[config.mk]
export PLATFORM = sky130hd
export DESIGN_NAME = ldpc_dvb_enc_obuf_ctrl
export DESIGN_NICKNAME = d
export VERILOG_FILES = /design/src/rtl/ldpc_dvb_enc_obuf_ctrl.sv
export SDC_FILE = /design/constraint.sdc
export NUM_CORES = 1
export LEC_CHECK = 0
export ABC_CLOCK_PERIOD_IN_PS = 6500
export BUFFER_PORTS_ARGS = -buffer_cell sky130_fd_sc_hd__buf_2
export CAP_MARGIN = 20
export CORE_ASPECT_RATIO = 0.7
export CORE_MARGIN = 5
export CORE_UTILIZATION = 56
export DETAILED_ROUTE_END_ITERATION = 8
export GPL_TIMING_DRIVEN = 0
export PLACE_DENSITY = 0.87
export SYNTH_ARGS = -nofsm -noshare
export SYNTH_HDL_FRONTEND = slang
export SYNTH_SLANG_ARGS = --single-unit
[constraint.sdc]
create_clock -name iclk -period 6.5 [get_ports iclk]
set_input_delay 1.3 -clock iclk [delete_from_list [all_inputs] [get_ports iclk]]
set_output_delay 1.3 -clock iclk [all_outputs]
set_load 0.01 [all_outputs]
[src/rtl/ldpc_dvb_enc_obuf_ctrl.sv]
// rtl/ldpc_dvb_enc_obuf_ctrl.sv - N-bank output-buffer controller for the LDPC DVB-S2 encoder
// Optional sticky overflow/underflow flags: define LDPC_DVB_ENC_OBUF_CTRL_ERR_EN.
module ldpc_dvb_enc_obuf_ctrl #(
  parameter int pBNUM_W = 1,
  parameter int pTAG_W  = 8,
  parameter int pCOL_W  = 8
) (
  input  logic               iclk,
  input  logic               ireset_n,
  input  logic               iclkena,
  input  logic               iwfull,
  input  logic [pCOL_W-1:0]  iwsize,
  input  logic [pTAG_W-1:0]  iwtag,
  output logic               owfull,
  output logic [pBNUM_W-1:0] owsel,
  output logic               orfull,
  output logic [pCOL_W-1:0]  orsize,
  output logic [pTAG_W-1:0]  ortag,
  output logic [pBNUM_W-1:0] orsel,
  input  logic               irempty,
  output logic               ooverflow,
  output logic               ounderflow
);

  localparam int cN = 2 ** pBNUM_W;
  localparam logic [pBNUM_W:0] cCNT_FULL = (pBNUM_W+1)'(cN);

  logic [pBNUM_W-1:0] r_wptr;
  logic [pBNUM_W-1:0] r_rptr;
  logic [pBNUM_W:0]   r_cnt;
  logic [pCOL_W-1:0]  r_size [cN];
  logic [pTAG_W-1:0]  r_tag  [cN];

  logic w_owfull;
  logic w_orfull;
  logic w_accept;
  logic w_release;

  assign w_owfull  = (r_cnt == cCNT_FULL);
  assign w_orfull  = (r_cnt != '0);
  assign w_accept  = iwfull  & ~w_owfull;
  assign w_release = irempty &  w_orfull;

  always_ff @(posedge iclk) begin
    if (!ireset_n) begin
      r_wptr <= '0;
      r_rptr <= '0;
      r_cnt  <= '0;
      for (int i = 0; i < cN; i++) begin
        r_size[i] <= '0;
        r_tag[i]  <= '0;
      end
    end else if (iclkena) begin
      if (w_accept) begin
        r_size[r_wptr] <= iwsize;
        r_tag[r_wptr]  <= iwtag;
        r_wptr         <= r_wptr + pBNUM_W'(1);
      end
      if (w_release) begin
        r_rptr <= r_rptr + pBNUM_W'(1);
      end
      // simultaneous accept and release leaves occupancy unchanged
      case ({w_accept, w_release})
        2'b10:   r_cnt <= r_cnt + (pBNUM_W+1)'(1);
        2'b01:   r_cnt <= r_cnt - (pBNUM_W+1)'(1);
        default: r_cnt <= r_cnt;
      endcase
    end
  end

`ifdef LDPC_DVB_ENC_OBUF_CTRL_ERR_EN
  logic r_ovf;
  logic r_unf;

  always_ff @(posedge iclk) begin
    if (!ireset_n) begin
      r_ovf <= 1'b0;
      r_unf <= 1'b0;
    end else if (iclkena) begin
      if (iwfull & w_owfull) r_ovf <= 1'b1;
      if (irempty & ~w_orfull) r_unf <= 1'b1;
    end
  end

  assign ooverflow  = r_ovf;
  assign ounderflow = r_unf;
`else
  assign ooverflow  = 1'b0;
  assign ounderflow = 1'b0;
`endif

  assign owfull = w_owfull;
  assign orfull = w_orfull;
  assign owsel  = r_wptr;
  assign orsel  = r_rptr;
  assign orsize = r_size[r_rptr];
  assign ortag  = r_tag[r_rptr];

endmodule
==> results.py <==
metrics = {
    "setup_path": {
        "slowest_delay_ps": 370,
        "worstPathRequired_ps": 5200,
        "worstPathArrival_ps": 1790,
        "crit_top_cell": "buf_2",
        "crit_path_start_kind": "flop",
        "path_cells": "clkbuf_1 > buf_2 > mux2_2 > buf_2",
        "criticalPathCategory": "reg -> out",
        "cp_slowest_cell": "mux2_2",
        "worst_setup_path_end_kind": "output port",
        "worstPathMaxFanout": 10,
    },
    "cts": {
        "post_cts_resized": 0,
        "post_cts_buffers": 0,
        "numCtsBuffers": 5,
        "clk_pin_slew_worst_paths_ps": 60,
        "cts_tree": "yes",
        "cts_root_buffer": "clkbuf_8",
        "cts.sinks": 37,
        "hold_buffers": 0,
        "clk_path_buf_depth": 2,
        "insertion_delay_ps": 290,
        "h-tree-depth": 2,
    },
    "detailed_routing": {
        "via_per_inst": 5.26,
        "drtPass1Iterations": 4,
        "dr.first_iter.drc_count": 61,
        "route.detailed.drc": 0,
        "vias": 1063,
        "routedWlPerCell_um": 15.9,
        "antenna_left": 0,
        "routed_wl_um": 3210,
    },
    "synthesis": {
        "synth.avg_cell_area_um2": 14.2,
        "synth_cells": 118,
        "synth_fa_ha_area_share_pct": 0.745,
        "synth.area.top_cells": "edfxtp_1 57%, and2_1 13%, mux2_2 11%, dfxtp_1 6.0%, xnor2_1 1.6%",
        "synthMuxAreaShare_pct": 10.7,
        "ys_types": 24,
        "yosysMostFrequentCell": "and2_1",
        "synthSimpleGateAreaFrac_pct": 18.6,
        "synth_ff_type": "edfxtp_1",
        "synth_xor_area_share_pct": 1.56,
        "ys_seq_area_share_pct": 63.2,
        "netlist.area_leader.share_pct": 57.2,
        "yosys_warnings": 0,
        "synth_enable_flop_cells": 32,
        "postSynthRegisterBits": 37,
        "synth_top_family_by_area": "simple AND/OR/NAND/NOR gates",
        "netlist_area_um2": 1680,
        "synth_common_cells": "36 x and2_1, 32 x edfxtp_1, 16 x mux2_2",
        "yosysTopAreaCell": "edfxtp_1",
        "synthArstFlopShare_pct": 0,
        "synth_compound_gate_area_share_pct": 2.38,
    },
    "timing": {
        "final.setup_skew_ps": 7.70,
        "tns_ps": 0,
        "fmax_mhz": 323,
        "period_share_pct": 47.6,
        "rsz0062_at_grt": "no",
        "setup_viol": 0,
        "hold_ws_ps": 549,
        "hold_violations": 0,
        "slew_violations": 0,
        "slew_headroom_pct": 41.0,
        "tightest_slew_ps": 885,
        "fin_crit_ps": 3090,
        "setup_ws_ps": 3410,
    },
    "final_layout": {
        "drive_above_1_share_pct": 43.4,
        "nets": 188,
        "diodes": 0,
        "multiInputGateArea_um2": 587,
        "syn_to_final_growth_pct": 19.8,
        "seq_area_um2": 1060,
        "n_fill_cell": 206,
    },
    "global_routing": {
        "met3_usage_pct": 9.21,
        "grt_max_degree": 17,
        "grt_overflow": 0,
        "grt_use_total_pct": 16.4,
        "grt_pass1_vias": 1074,
        "grt_antenna_before_repair": 0,
        "globalRouteMet2Util_pct": 25.3,
        "top_usage_layer": "met2",
        "grt_pass1_wl_um": 4890,
        "use_met1_pct": 18.1,
    },
    "die": {
        "fp.dieW_um": 75.5,
        "initial_core_util_pct": 59.1,
        "num_rows": 16,
        "die_h_um": 55.8,
        "dieArea_um2": 4210,
        "core_um2": 2840,
        "io_pins": 43,
    },
    "power_and_ir_drop": {
        "leakage_nw": 0.859,
        "peakVddDrop_uv": 197,
        "finalPower_w": 0.000500,
        "p_per_area_nw_per_um2": 248,
    },
    "place": {
        "dp.final_hpwl_um": 2340,
        "placement.io_buffers": 40,
        "dp_slack_ps": 3710,
        "place.gp.congestion": 0.821,
    },
    "min_path": {
        "hold_class": "reg -> reg",
    },
    "run": {
        "max-cap-violations": 0,
    },
    "outcome": {
        "outcome": "complete, no violations",
    },
}
==> where the power goes <==
group / internal, W / switching (W) / total, W
registers: 0.000274 / 0.00000656 / 0.000280
logic: 0.0000350 / 0.0000378 / 0.0000728
clock network: 0.0000722 / 0.0000741 / 0.000146
total: 0.000381 / 0.000118 / 0.000500
==> kinds of logic (layout without fill, tap and decap cells) <==
group / after synthesis / after routing
xor gates and xnor gates: 3 / 3
buffers and inverters: 7 / 54
AOI/OAI and AO/OA: 6 / 6
and+or+nand+nor: 47 / 47
adders and majority gates: 1 / 1
muxes: 16 / 16
other: 1 / 2
DFF: 37 / 37
==> metrics by stage <==
step           instance area (µm²)  utilization [%]  cells
3_5_place_dp                  1940             68.1    195
3_3_place_gp                  1930             67.8    195
2_1_floorplan                 1680                -    119
5_1_grt                       2010             70.8    202
6_report                      2010             70.8    202
4_1_cts                       2010             70.8    202
==> layout make-up <==
cell class                      count  area share [%]
Inverter                            1           0.187
Clock inverter                      1           0.187
Timing Repair Buffer               40            9.95
Tap cell                           36            2.24
Clock buffer                        6            3.61
Sequential cell                    37            52.7
Multi-Input combinational cell     75            29.2
Buffer                              6            1.93
==> state kept, by name (all words and copies together) (netlist names), named ones only <==
name    cells
owsel       1
r_tag      16
r_cnt       2
orsel       1
r_size     16
==> cell usage in the layout (no fill, tap or decap) <==
cell type and instances:
buf_6 1, or2b_2 1, nor2_1 1, conb_1 2, mux2_2 16, o21ai_2 2
buf_4 2, ha_1 1, nor3_4 1, inv_2 1, o211ai_1 2, dfxtp_1 5
nand3_1 1, or2_2 1, nand2b_1 2, edfxtp_1 32, and2_1 36, xnor2_1 3
nand2_1 3, clkbuf_8 5, clkbuf_1 3, o31ai_1 1, nor4b_4 1, buf_2 41
o21bai_1 1, clkinv_1 1
==> path summary, 6_finish.rpt <==
| check | startpoint | endpoint | slack (ps) | cells past startpoint |
|---|---|---|---|---|
| worst max-delay path | flop | ortag[3] | 3410 | 4 |
| worst max register to register | r_cnt[0]$_SDFFE_PN0P_ | r_tag[1][7]$_SDFFCE_PN0P_ | 4670 | 3 |
| worst min register to register | r_cnt[1]$_SDFFE_PN0P_ | r_cnt[1]$_SDFFE_PN0P_ | 550 | 2 |
| worst min-delay path | r_cnt[1]$_SDFFE_PN0P_ | r_cnt[1]$_SDFFE_PN0P_ | 550 | 2 |
==> layer usage <==
metal	vias to the layer above	share of wire [%]
li1	509	-
met1	514	41
met2	35	50
met3	5	8.2
met4	0	1.1
met5	-	0
==> worst max-delay path, delay by kind of cell (launching register included) <==
family / cells / cell delay (ps)
DFF: 1 / 310
buffers and inverters: 3 / 830
muxes: 1 / 370
Power figures use the tool's default switching activity.
